**src/rtl/eco32f_dwb_buffer_pkg.sv**
```systemverilog
// Shared definitions for the data-side Wishbone posted-write buffer.
// Holds the Wishbone cycle-type / burst-type codes, the buffer FSM state
// encoding and the layout of one queued write entry.
package eco32f_dwb_buffer_pkg;

  // Wishbone cycle type identifiers
  localparam logic [2:0] CTI_CLASSIC = 3'b000;
  localparam logic [2:0] CTI_INCR    = 3'b010;
  localparam logic [2:0] CTI_EOB     = 3'b111;

  // Wishbone burst type extensions
  localparam logic [1:0] BTE_LINEAR  = 2'b00;
  localparam logic [1:0] BTE_WRAP8   = 2'b10;

  // Width of one queued write: 32 adr + 32 dat + 4 sel
  localparam int ENTRY_W = 68;

  typedef enum logic [1:0] {
    ST_IDLE  = 2'b00,
    ST_DRAIN = 2'b01,
    ST_PASS  = 2'b10
  } state_t;

  typedef struct packed {
    logic [31:0] adr;
    logic [31:0] dat;
    logic [3:0]  sel;
  } wr_entry_t;

endpackage

```
**src/rtl/eco32f_sync_fifo.sv**
```systemverilog
// Synchronous FIFO holding posted writes.
// Ports:
//   clk, rst         : clock, synchronous active-high reset
//   push, push_data  : write one entry (caller guarantees !full)
//   pop              : discard the head entry (caller guarantees !empty)
//   head             : oldest entry, read straight from the storage registers
//   full, empty      : occupancy flags
//   count            : occupancy, DEPTH_LOG2+1 bits so a full queue is representable
module eco32f_sync_fifo #(
  parameter int WIDTH      = 68,
  parameter int DEPTH_LOG2 = 2
) (
  input  logic                  clk,
  input  logic                  rst,
  input  logic                  push,
  input  logic [WIDTH-1:0]      push_data,
  input  logic                  pop,
  output logic [WIDTH-1:0]      head,
  output logic                  full,
  output logic                  empty,
  output logic [DEPTH_LOG2:0]   count
);

  localparam int DEPTH = 1 << DEPTH_LOG2;

  logic [WIDTH-1:0]      mem [DEPTH];
  logic [DEPTH_LOG2-1:0] wr_ptr;
  logic [DEPTH_LOG2-1:0] rd_ptr;

  // Storage is data only; it needs no reset because count gates every read.
  always_ff @(posedge clk) begin
    if (push) mem[wr_ptr] <= push_data;
  end

  // Pointers wrap naturally modulo DEPTH.
  always_ff @(posedge clk) begin
    if (rst) begin
      wr_ptr <= '0;
      rd_ptr <= '0;
      count  <= '0;
    end else begin
      if (push) wr_ptr <= wr_ptr + DEPTH_LOG2'(1);
      if (pop)  rd_ptr <= rd_ptr + DEPTH_LOG2'(1);
      case ({push, pop})
        2'b10:   count <= count + (DEPTH_LOG2+1)'(1);
        2'b01:   count <= count - (DEPTH_LOG2+1)'(1);
        default: count <= count;
      endcase
    end
  end

  assign head  = mem[rd_ptr];
  // count never exceeds DEPTH, so its MSB alone means full.
  assign full  = count[DEPTH_LOG2];
  assign empty = (count == '0);

endmodule

```
**src/rtl/eco32f_dwb_buffer.sv**
```systemverilog
// Posted-write buffer between the LSU data Wishbone master and the system bus.
// Stores are acknowledged as soon as they are queued and drained in order;
// reads wait until the queue is empty and then pass straight through.
// Ports:
//   clk, rst              : clock, synchronous active-high reset
//   s_* inputs / outputs  : slave side facing the LSU master
//   m_* outputs / inputs  : master side facing the system bus
//   buf_empty             : registered, high only in IDLE with nothing queued
//   wr_err, wr_err_adr    : one-cycle pulse and sticky address of a failed posted write
//   dbg_state             : current FSM state
//
// Handshake: a slave request is a cycle with s_cyc_i & s_stb_i. A write is
// taken on the edge where it is requested, s_ack_o is low and the queue has
// room; s_ack_o then pulses for exactly the next cycle. A request that is not
// taken stays pending with no ack. A drained write is complete on the first
// edge where m_ack_i or m_err_i is seen with m_stb_o high; m_rty_i instead
// drops the cycle for one clock and the same entry is reissued.
module eco32f_dwb_buffer
  import eco32f_dwb_buffer_pkg::*;
#(
  parameter int DEPTH_LOG2 = 2
) (
  input  logic        clk,
  input  logic        rst,
  input  logic [31:0] s_adr_i,
  input  logic [31:0] s_dat_i,
  input  logic [3:0]  s_sel_i,
  input  logic        s_stb_i,
  input  logic        s_cyc_i,
  input  logic        s_we_i,
  input  logic [2:0]  s_cti_i,
  input  logic [1:0]  s_bte_i,
  output logic [31:0] s_dat_o,
  output logic        s_ack_o,
  output logic        s_err_o,
  output logic        s_rty_o,
  output logic [31:0] m_adr_o,
  output logic [31:0] m_dat_o,
  output logic [3:0]  m_sel_o,
  output logic        m_stb_o,
  output logic        m_cyc_o,
  output logic        m_we_o,
  output logic [2:0]  m_cti_o,
  output logic [1:0]  m_bte_o,
  input  logic [31:0] m_dat_i,
  input  logic        m_ack_i,
  input  logic        m_err_i,
  input  logic        m_rty_i,
  output logic        buf_empty,
  output logic        wr_err,
  output logic [31:0] wr_err_adr,
  output state_t      dbg_state
);

  state_t            state;
  logic              s_ack_q;
  logic              m_cyc_q;
  logic [31:0]       m_adr_q;
  logic [31:0]       m_dat_q;
  logic [3:0]        m_sel_q;
  logic              buf_empty_q;
  logic              wr_err_q;
  logic [31:0]       wr_err_adr_q;

  wr_entry_t         head;
  logic              fifo_full;
  logic              fifo_empty;
  logic [DEPTH_LOG2:0] count;
  logic [DEPTH_LOG2:0] count_nxt;

  logic              in_pass;
  logic              rd_req;
  logic              push;
  logic              pop;
  logic              empty_nxt;

  assign in_pass = (state == ST_PASS);
  assign rd_req  = s_cyc_i & s_stb_i & ~s_we_i;
  // s_ack_q guard stops a second push while the LSU still holds stb in the ack cycle.
  assign push    = s_cyc_i & s_stb_i & s_we_i & ~s_ack_q & ~fifo_full & ~in_pass;
  assign pop     = (state == ST_DRAIN) & m_cyc_q & (m_ack_i | m_err_i);

  always_comb begin
    count_nxt = count;
    if (push && !pop) count_nxt = count + (DEPTH_LOG2+1)'(1);
    if (pop && !push) count_nxt = count - (DEPTH_LOG2+1)'(1);
  end
  assign empty_nxt = (count_nxt == '0);

  eco32f_sync_fifo #(
    .WIDTH      (ENTRY_W),
    .DEPTH_LOG2 (DEPTH_LOG2)
  ) u_fifo (
    .clk       (clk),
    .rst       (rst),
    .push      (push),
    .push_data ({s_adr_i, s_dat_i, s_sel_i}),
    .pop       (pop),
    .head      (head),
    .full      (fifo_full),
    .empty     (fifo_empty),
    .count     (count)
  );

  // buf_empty_q is cleared by default and only set on paths that land in IDLE.
  always_ff @(posedge clk) begin
    if (rst) begin
      state        <= ST_IDLE;
      s_ack_q      <= 1'b0;
      m_cyc_q      <= 1'b0;
      m_adr_q      <= '0;
      m_dat_q      <= '0;
      m_sel_q      <= '0;
      buf_empty_q  <= 1'b1;
      wr_err_q     <= 1'b0;
      wr_err_adr_q <= '0;
    end else begin
      s_ack_q     <= push;
      wr_err_q    <= 1'b0;
      buf_empty_q <= 1'b0;
      case (state)
        ST_IDLE: begin
          if (rd_req && fifo_empty) begin
            state <= ST_PASS;
          end else if (!fifo_empty) begin
            state   <= ST_DRAIN;
            m_cyc_q <= 1'b1;
            m_adr_q <= head.adr;
            m_dat_q <= head.dat;
            m_sel_q <= head.sel;
          end else begin
            buf_empty_q <= empty_nxt;
          end
        end
        ST_DRAIN: begin
          if (m_cyc_q) begin
            if (m_ack_i || m_err_i) begin
              m_cyc_q     <= 1'b0;
              state       <= ST_IDLE;
              buf_empty_q <= empty_nxt;
              if (!m_ack_i) begin
                wr_err_q     <= 1'b1;
                wr_err_adr_q <= m_adr_q;
              end
            end else if (m_rty_i) begin
              // One dead cycle, then the same head entry goes out again.
              m_cyc_q <= 1'b0;
            end
          end else begin
            m_cyc_q <= 1'b1;
          end
        end
        ST_PASS: begin
          if (!s_cyc_i) begin
            state       <= ST_IDLE;
            buf_empty_q <= empty_nxt;
          end
        end
        default: state <= ST_IDLE;
      endcase
    end
  end

  // In PASS the bus is wired straight through; otherwise outputs come from registers.
  assign s_ack_o    = in_pass ? m_ack_i : s_ack_q;
  assign s_err_o    = in_pass & m_err_i;
  assign s_rty_o    = in_pass & m_rty_i;
  assign s_dat_o    = in_pass ? m_dat_i : 32'h0;

  assign m_adr_o    = in_pass ? s_adr_i : m_adr_q;
  assign m_dat_o    = in_pass ? s_dat_i : m_dat_q;
  assign m_sel_o    = in_pass ? s_sel_i : m_sel_q;
  assign m_cyc_o    = in_pass ? s_cyc_i : m_cyc_q;
  assign m_stb_o    = in_pass ? s_stb_i : m_cyc_q;
  assign m_we_o     = in_pass ? s_we_i  : m_cyc_q;
  assign m_cti_o    = in_pass ? s_cti_i : (m_cyc_q ? CTI_EOB : CTI_CLASSIC);
  assign m_bte_o    = in_pass ? s_bte_i : BTE_LINEAR;

  assign buf_empty  = buf_empty_q;
  assign wr_err     = wr_err_q;
  assign wr_err_adr = wr_err_adr_q;
  assign dbg_state  = state;

endmodule
```
**config.mk**
```make
export PLATFORM = sky130hd
export DESIGN_NAME = eco32f_dwb_buffer
export DESIGN_NICKNAME = d
export VERILOG_FILES = /design/src/rtl/eco32f_dwb_buffer_pkg.sv /design/src/rtl/eco32f_sync_fifo.sv /design/src/rtl/eco32f_dwb_buffer.sv
export SDC_FILE = /design/constraint.sdc
export NUM_CORES = 1
export LEC_CHECK = 0
export ABC_AREA = 1
export BUFFER_PORTS_ARGS = -buffer_cell sky130_fd_sc_hd__buf_2
export CAP_MARGIN = 10
export CORE_MARGIN = 2
export CORE_UTILIZATION = 35
export DETAILED_ROUTE_END_ITERATION = 7
export GPL_TIMING_DRIVEN = 0
export PLACE_DENSITY = 0.66
export SLEW_MARGIN = 20
export SYNTH_ARGS = -nofsm -noshare
export SYNTH_HDL_FRONTEND = slang
export SYNTH_SLANG_ARGS = --single-unit
```
**constraint.sdc**
```tcl
create_clock -name clk -period 4.3 [get_ports clk]
set_input_delay 0 -clock clk [delete_from_list [all_inputs] [get_ports clk]]
set_output_delay 0 -clock clk [all_outputs]
set_load 0.05 [all_outputs]
```
==> results of run 1 <==
==> power groups by stage <==
stage          Sequential (uW)  Combinational [uW]  Clock (uW)
2_1_floorplan             4460                1700           0
3_3_place_gp              4410                2470           0
3_5_place_dp              4410                2520           0
4_1_cts                   4340                2590        3510
5_1_grt                   4360                2790        3670
6_report                  4340                2570        3460
==> state kept, by name (all words and copies together), names as in the netlist <==
register / count
u_fifo.mem: 272
m_adr_q: 32
m_dat_q: 32
wr_err_adr: 32
m_sel_q: 4
u_fifo.count: 3
dbg_state: 2
u_fifo.rd_ptr: 2
u_fifo.wr_ptr: 2
buf_empty: 1
m_cyc_q: 1
s_ack_q: 1
wr_err: 1
==> per-layer routing <==
metal	global-route usage [%]	vias up	part of all wire (%)
li1	-	6076	-
met1	25.8	5988	43
met2	32.9	464	48
met3	3.10	72	6.9
met4	5.32	6	2.4
met5	0	-	0.088
==> worst max-delay path by stage <==
stage / end / cells after the start / slack [ns]
finish: m_adr_o[5] / 7 / 1.42
floorplan: u_fifo.mem[0][0]$_DFFE_PP_ / 4 / -0.24
CTS: m_adr_o[5] / 7 / 1.39
global placement: u_fifo.mem[3][8]$_DFFE_PP_ / 4 / -2.67
global route: m_adr_o[5] / 7 / 1.29
detailed placement: u_fifo.mem[0][8]$_DFFE_PP_ / 6 / 1.73
==> logic make-up after synthesis <==
| group | count (synthesis) | share of synthesized area (%) |
|---|---|---|
| AO/OA/AOI/OAI | 457 | 14.5 |
| AND/OR/NAND/NOR | 440 | 10.8 |
| flip-flops | 385 | 65.9 |
| buffers and inverters | 299 | 8.02 |
| adder cells (fa/ha/maj) | 10 | 0.791 |
==> placed cells by master (no fill, tap or decap), types with 5 or more instances in the layout <==
| master | count |
|---|---|
| nor2_4 | 5 |
| clkbuf_2 | 5 |
| a21oi_1 | 76 |
| nand2_1 | 101 |
| dlygate4sd3_1 | 73 |
| buf_12 | 8 |
| inv_2 | 5 |
| nand3_1 | 7 |
| ha_1 | 10 |
| buf_16 | 5 |
| nor2_1 | 317 |
| clkinv_2 | 6 |
| dfxtp_1 | 113 |
| o21ai_0 | 320 |
| buf_6 | 12 |
| o21ai_1 | 60 |
| edfxtp_1 | 272 |
| buf_1 | 9 |
| inv_1 | 196 |
| clkbuf_16 | 42 |
| buf_2 | 288 |
| clkbuf_1 | 51 |
==> repair_timing <==
item | 4_1_cts | 5_1_grt
endpoints found under the hold margin | 276 | 0
hold buffers | 73 | 0
gates resized for setup | 0 | 0
==> per-stage QoR <==
stage / utilization [%] / power, uW / hold slack [ns]
final: 45.6 / 10400 / 0.0588
after global routing: 45.6 / 10800 / 0.0913
after CTS: 45.5 / 10400 / 0.0493
after detailed placement: 40.9 / 6930 / 0.231
after global placement: 40.2 / 6880 / 0.227
after floorplan: - / 6160 / 0.0989
==> worst register-to-register path, stage by stage, from the launching register on <==
cell     delay, ns
dfxtp_1       0.42
inv_2         0.08
nand2_2       0.15
nand4_2       0.40
nor2_4        0.76
buf_16        0.25
buf_16        0.18
==> cell type report <==
class / instances / area [um^2] / area share, %
Tap cell: 592 / 741 / 3.66
Clock buffer: 59 / 1150 / 5.71
Inverter: 202 / 759 / 3.75
Buffer: 97 / 509 / 2.52
Timing Repair Buffer: 344 / 2320 / 11.5
Sequential cell: 385 / 10400 / 51.5
Multi-Input combinational cell: 907 / 4160 / 20.5
Antenna cell: 2 / 5.00 / 0.0247
Clock inverter: 16 / 159 / 0.785
==> reports/results.ini, run 1 <==
[status]
outcome = completed

[worst_hold_path]
hp-start = s_we_i
min_path_type = in2reg
hold_end = buf_empty$_SDFF_PP1_
hold_depth = 7

[yosys]
syn_avg_cell_area_um2 = 9.95
syn_inst = 1591
synth_fp_nets = 1714
ys_ff_latch = 385
yosys_warnings = 0
ys_top_cells_by_area = edfxtp_1 (52%), dfxtp_1 (14%), o21ai_0 (10%), nor2_1 (7.6%), inv_1 (4.6%)
synth.distinct_cells = 27
syn_area_um2 = 15800
synth_top_area_share_pct = 51.6
synth-edff-count = 272
synthTopCellsByCount = nor2_1 (321), o21ai_0 (320), edfxtp_1 (272)
synth-main-ff-cell = edfxtp_1
yosys.area.top_type = edfxtp_1
yosysMostFrequentCell = nor2_1
async_flop_share_pct = 0
synth-seq-area-share_pct = 65.9

[place]
placedInstanceArea_um2 = 18200
gp_congestion = 0.822
place_inst = 2454
dp_hpwl_um = 31400
io_buffers = 258
pre_cts_slack_ns = 1.73

[routing]
vias = 12600
vias_per_cell = 4.84
drtIter0Drc = 925
drt_wl_total_um = 46300
dr.pass1.iters = 5
wl_per_cell_um = 17.8
drtAntennaViolNets = 0
drc_errors = 0

[global_routing]
grt_max_degree = 23
grt_pass1_vias = 12300
grt_usage_pct = 19.4
antenna_found_initial = 6
grt_pass1_wl_um = 70400
gr-total-overflow = 0

[setup_path]
path_max_fanout = 10
critical-path-top-delay-family = buffers and inverters
cp-end-kind = primary output
r2r-start = dbg_state[0]$_SDFFE_PP0P_
worst_path_most_repeated_cell = buf_2
crit_start = dbg_state[1]$_SDFFE_PP0P_
crit_arrival_ns = 2.88
crit_buf_inv = 4
worstPathRequired_ns = 4.30
crit_chain = nand2_2 > inv_2 > buf_4 > buf_2 > nand2_1 > o21ai_0 > buf_2
rr_endpoint = u_fifo.mem[0][6]$_DFFE_PP_
start_kind = register
reg2reg_depth = 6
cp_slowest_cell = dfxtp_1
slowest_delay_ns = 0.48
path_class = reg2out
r2r_slack_ns = 1.75

[die]
dieArea_um2 = 46900
start_util_pct = 35.6
core_um2 = 44400
die_h_um = 217
io_pins = 260
std_cell_rows = 77
die_x_um = 217

[clock_tree]
htree_levels = 2
clock_sinks = 385
cts_made_buffers = 41
cts_buffer_depth = 3
clockRootBuffer = clkbuf_16
post_cts_buffers = 0
worstSkewPairLatency_ns = 0.55
tritoncts = done
path_clk_slew_ns = 0.06

[timing]
clock.fmax_ghz = 0.348
finalSetupViolCount = 0
final_max_slew_viol_count = 0
worstMarginPinSlew_ns = 0.783
period_minus_slack_ns = 2.88
maxSlewHeadroom_pct = 47.7
fin_skew_ns = 0.0213
finalCritPeriodShare_pct = 66.9
setup_slack_ns = 1.42
finalHoldViolCount = 0
rsz0062_at_grt = false
fin_tns_setup_ns = 0

[pwr]
internal_power_uw = 6870
swShare_pct = 33.8
pwr_density_cell_nw_per_um2 = 513
power.switching_uw = 3500
ir_drop_v = 0.000316
combPwrFrac_pct = 24.8
seqPwrFrac_pct = 41.8
power.leakage_uw = 0.00844
p_clk_share_pct = 33.4

[layout]
area_growth_pct = 27.9
fin_cells = 2604
drive_gt1_share_pct = 19.7
finalNetCount = 2101
stdcell_area_um2 = 20200
fill_cells = 4199

[flow_run]
drv_cap = 0

Note: power is estimated with default switching activity, not from simulation.
==> run 2, diff against run 1 <==
Settings changed: PLACE_DENSITY 0.66 to 0.64.
Clock period 4.3 ns to 2.9 ns, I/O delays scaled along.
==> reports/results.ini, run 2 (synthesized netlist as in run 1, its figures left out) <==
[timing]
finalHoldViolCount = 0
rsz0062_at_grt = false
final_max_slew_viol_count = 0
maxSlewHeadroom_pct = 55.0
fin_skew_ns = 0.0184
finalCritPeriodShare_pct = 95.7
setup_slack_ns = 0.126
period_minus_slack_ns = 2.77
worstMarginPinSlew_ns = 0.676
fin_tns_setup_ns = 0
clock.fmax_ghz = 0.360
finalSetupViolCount = 0

[layout]
drive_gt1_share_pct = 19.7
finalNetCount = 2104
area_growth_pct = 28.5
multi_input_area_um2 = 4160
largest_register_ffs = 272
final_cell_mix = o21ai_0 (320), nor2_1 (317), buf_2 (284), edfxtp_1 (272), inv_1 (196)
top_register = u_fifo.mem
stdcell_area_um2 = 20300
fill_cells = 4172
regArea_um2 = 10400
layout_commonest_cell = o21ai_0

[clock_tree]
tritoncts = done
clock_sinks = 385
cts_buffer_depth = 3
clockRootBuffer = clkbuf_16
htree_levels = 2
worstSkewPairLatency_ns = 0.54
cts_made_buffers = 42
path_clk_slew_ns = 0.06

[setup_path]
reg2reg_depth = 6
cp-end-kind = primary output
r2r-start = dbg_state[0]$_SDFFE_PP0P_
start_kind = register
crit_start = dbg_state[1]$_SDFFE_PP0P_
crit_arrival_ns = 2.77
path_max_fanout = 10
worstPathRequired_ns = 2.90
path_class = reg2out

[routing]
drtAntennaViolNets = 0
dr.pass1.iters = 5
vias = 12500
drc_errors = 0
drt_wl_total_um = 45300
drtIter0Drc = 1096
wl_per_cell_um = 17.4
vias_per_cell = 4.78

[die]
std_cell_rows = 77
die_h_um = 217
start_util_pct = 35.6
core_um2 = 44400
io_pins = 260
dieArea_um2 = 46900
die_x_um = 217

[global_routing]
grt_usage_pct = 18.9
gr-total-overflow = 0
grt_pass1_vias = 11900
antenna_found_initial = 4
grt_pass1_wl_um = 68600
grt_max_degree = 24

[flow_run]
drv_cap = 0

[pwr]
ir_drop_v = 0.000418
power_uw = 15500
power.leakage_uw = 0.00847
pwr_density_cell_nw_per_um2 = 761

[place]
pre_cts_slack_ns = 0.429
gp_congestion = 0.796
dp_hpwl_um = 30900
placedInstanceArea_um2 = 18200
io_buffers = 258

[worst_hold_path]
hold_depth = 5
min_path_type = in2reg
hp-start = m_ack_i

[status]
outcome = completed

==> run 2: changes by cell type in the layout (fill, tap and decap cells not counted), sizes merged <==
cell | before | now
dlygate4sd3 | 73 | 75
diode | 2 | 4
clkinvlp | 0 | 2
inv | 203 | 204
bufinv | 2 | 3
clkbuf | 102 | 101
buf | 325 | 324
==> run 2: cell type report <==
cell class | count | area share, %
Inverter | 202 | 3.75
Antenna cell | 4 | 0.0492
Tap cell | 592 | 3.64
Sequential cell | 385 | 51.3
Timing Repair Buffer | 346 | 11.7
Clock inverter | 20 | 0.966
Clock buffer | 57 | 5.70
Buffer | 97 | 2.52
Multi-Input combinational cell | 907 | 20.4
==> run 2: final timing paths <==
kind,to,slack [ns]
hold reg to reg,wr_err_adr[16]$_SDFFE_PP0P_,0.48
hold / removal,wr_err_adr[2]$_SDFFE_PP0P_,0.07
setup / recovery,m_adr_o[6],0.13
setup reg to reg,u_fifo.mem[2][64]$_DFFE_PP_,0.45
==> run 2: through the flow <==
stage / hold WS, ns / cells / utilization [%]
3_3_place_gp: 0.226 / 2441 / 40.2
4_1_cts: 0.0496 / 2606 / 45.8
3_5_place_dp: 0.235 / 2454 / 41.0
5_1_grt: 0.0802 / 2608 / 45.8
6_report: 0.0699 / 2610 / 45.8
2_1_floorplan: 0.0989 / 1591 / -
==> run 2: power by group <==
group          leakage [uW]  internal, uW  switching, uW  total [uW]
logic               0.00444           964           2840        3810
clock network      0.000652          3080           2150        5230
registers           0.00338          6260            166        6430
total               0.00847         10300           5160       15500
==> run 2: critical path: stages (launching register included) <==
cell	delay [ns]
dfxtp_1	0.48
nand2_2	0.22
inv_4	0.23
buf_4	0.32
clkbuf_4	0.31
nand2_1	0.09
o21ai_0	0.20
buf_2	0.35
==> run 2: per-layer routing <==
| layer | vias up | routed length [um] | global-route usage [%] |
|---|---|---|---|
| met5 | - | 27 | 0 |
| met4 | 4 | 917 | 4.75 |
| met3 | 68 | 2920 | 2.81 |
| met2 | 393 | 21900 | 31.9 |
| met1 | 5921 | 19600 | 25.4 |
| li1 | 6086 | - | - |
==> run 2: timing repair <==
item	4_1_cts	5_1_grt
setup buffers	0	0
hold buffers	75	0
setup endpoints to repair	13	5
hold endpoints to repair	276	0
resized for setup	4	1
==> run 3, diff against run 2 <==
Clock period 2.9 ns to 2.8 ns, I/O delays scaled along.
==> reports/results.ini, run 3 (synthesized netlist as in run 1, its figures left out) <==
[place]
place_inst = 2454
io_buffers = 258
placedInstanceArea_um2 = 18200
dp_hpwl_um = 30900
gp_congestion = 0.796

[timing]
clock.fmax_ghz = 0.378
final_max_slew_viol_count = 0
fin_tns_setup_ns = 0
finalSetupViolCount = 0
finalHoldViolCount = 0
rsz0062_at_grt = false
period_minus_slack_ns = 2.64
maxSlewHeadroom_pct = 57.6
worstMarginPinSlew_ns = 0.635
finalCritPeriodShare_pct = 94.5
fin_skew_ns = 0.0180

[routing]
wl_per_cell_um = 17.3
drt_wl_total_um = 45200
vias_per_cell = 4.78
drtIter0Drc = 1089
drtAntennaViolNets = 0
vias = 12500
dr.pass1.iters = 5
drc_errors = 0

[pwr]
power.leakage_uw = 0.00847
combPwrFrac_pct = 24.7
seqPwrFrac_pct = 41.5
p_clk_share_pct = 33.8
power.switching_uw = 5340
ir_drop_v = 0.000433
internal_power_uw = 10700
swShare_pct = 33.3
pwr_density_cell_nw_per_um2 = 788

[layout]
top_register = u_fifo.mem
layout_commonest_cell = o21ai_0
final_cell_mix = o21ai_0 (320), nor2_1 (317), buf_2 (280), edfxtp_1 (272), inv_1 (196)
stdcell_area_um2 = 20300
fin_cells = 2609
finalNetCount = 2104
largest_register_ffs = 272
area_growth_pct = 28.6
drive_gt1_share_pct = 19.7

[global_routing]
grt_pass1_wl_um = 68600
grt_max_degree = 24
globalRouteMet3Util_pct = 2.81
met1_usage_pct = 25.4
grtUsageMet2_pct = 31.9
grt_pass1_vias = 11900
gr-total-overflow = 0
antenna_found_initial = 4
grt_usage_pct = 18.9
grt_most_used_layer = met2

[worst_hold_path]
hold_depth = 5
min_path_type = in2reg

[setup_path]
cp_slowest_cell = dfxtp_1
start_kind = register
path_max_fanout = 10
crit_path_end = m_adr_o[6]
crit_chain = nand2_2 > inv_4 > buf_6 > buf_4 > nand2_1 > o21ai_0 > buf_2
r2r-start = dbg_state[0]$_SDFFE_PP0P_
crit_arrival_ns = 2.64
cp-end-kind = primary output
path_class = reg2out
rr_endpoint = u_fifo.mem[2][64]$_DFFE_PP_
slowest_delay_ns = 0.48
worstPathRequired_ns = 2.80
reg2reg_depth = 6
crit_start = dbg_state[1]$_SDFFE_PP0P_
r2r_slack_ns = 0.35

[clock_tree]
clockRootBuffer = clkbuf_16
htree_levels = 2
worstSkewPairLatency_ns = 0.54
tritoncts = done
clock_sinks = 385
cts_made_buffers = 42
path_clk_slew_ns = 0.06
cts_buffer_depth = 3

[die]
die_x_um = 217
die_h_um = 217
dieArea_um2 = 46900
std_cell_rows = 77
io_pins = 260
core_um2 = 44400
start_util_pct = 35.6

[flow_run]
drv_cap = 0

[status]
outcome = completed

-- run 3: changes by cell type in the layout (fill, tap and decap cells not counted) --
cell      before  now
buf_2        284  280
buf_4          6    8
buf_6         12   13
clkbuf_1      49   48
clkbuf_2       5    6
clkbuf_4       1    2
diode_2        4    3
-- run 3: layer usage --
metal | vias to the layer above | part of all wire (%)
met5 | - | 0.060
li1 | 6081 | -
met3 | 67 | 6.4
met2 | 391 | 48
met1 | 5935 | 43
met4 | 4 | 2.0
-- run 3: how the worst min path moves through the flow --
stage                            from                          end  slack [ns]
after floorplan            s_sel_i[0]   u_fifo.mem[0][0]$_DFFE_PP_         0.1
final                         m_ack_i   wr_err_adr[2]$_SDFFE_PP0P_        0.07
after global routing          m_ack_i   wr_err_adr[2]$_SDFFE_PP0P_        0.08
after detailed placement  s_dat_i[16]  u_fifo.mem[3][20]$_DFFE_PP_        0.23
after CTS                     s_stb_i         buf_empty$_SDFF_PP1_        0.05
after global placement     s_adr_i[3]  u_fifo.mem[2][39]$_DFFE_PP_        0.23
-- run 3: critical path: cells and delay by family, from the launching register on --
family / cells / cell delay, ns
AO/OA/AOI/OAI: 1 / 0.19
buffers and inverters: 4 / 1.09
flip-flops: 1 / 0.48
AND/OR/NAND/NOR: 2 / 0.30
-- run 3: final cells by class --
class	count	area [um^2]
fill	4168	24100
sequential	385	10400
multi-input combinational	907	4160
timing repair buffer	346	2370
clock buffer	57	1160
inverter	202	762
tap	592	741
buffer	97	522
clock inverter	20	196
antenna	3	7.51
-- run 3: repair_timing --
item,4_1_cts,5_1_grt
hold buffers,75,0
endpoints found under the setup margin,23,9
resized for setup,8,3
endpoints found under the hold margin,276,0
setup buffers,0,0
-- run 3: power groups by stage --
stage	registers (uW)	clock network, uW	logic, uW
CTS	6660	5510	3980
floorplan	6840	0	2610
global placement	6770	0	3800
global route	6690	5720	4280
detailed placement	6780	0	3860
finish	6660	5420	3950
-- run 3: per-stage QoR --
stage	power, uW	setup slack (ns)	hold slack, ns	util, %
finish	16000	0.155	0.0703	45.8
global route	16700	0.0556	0.0802	45.8
CTS	16100	0.00477	0.0496	45.8
detailed placement	10600	0.329	0.235	41.0
global placement	10600	-2.04	0.226	40.2
floorplan	9450	-0.644	0.0989	-
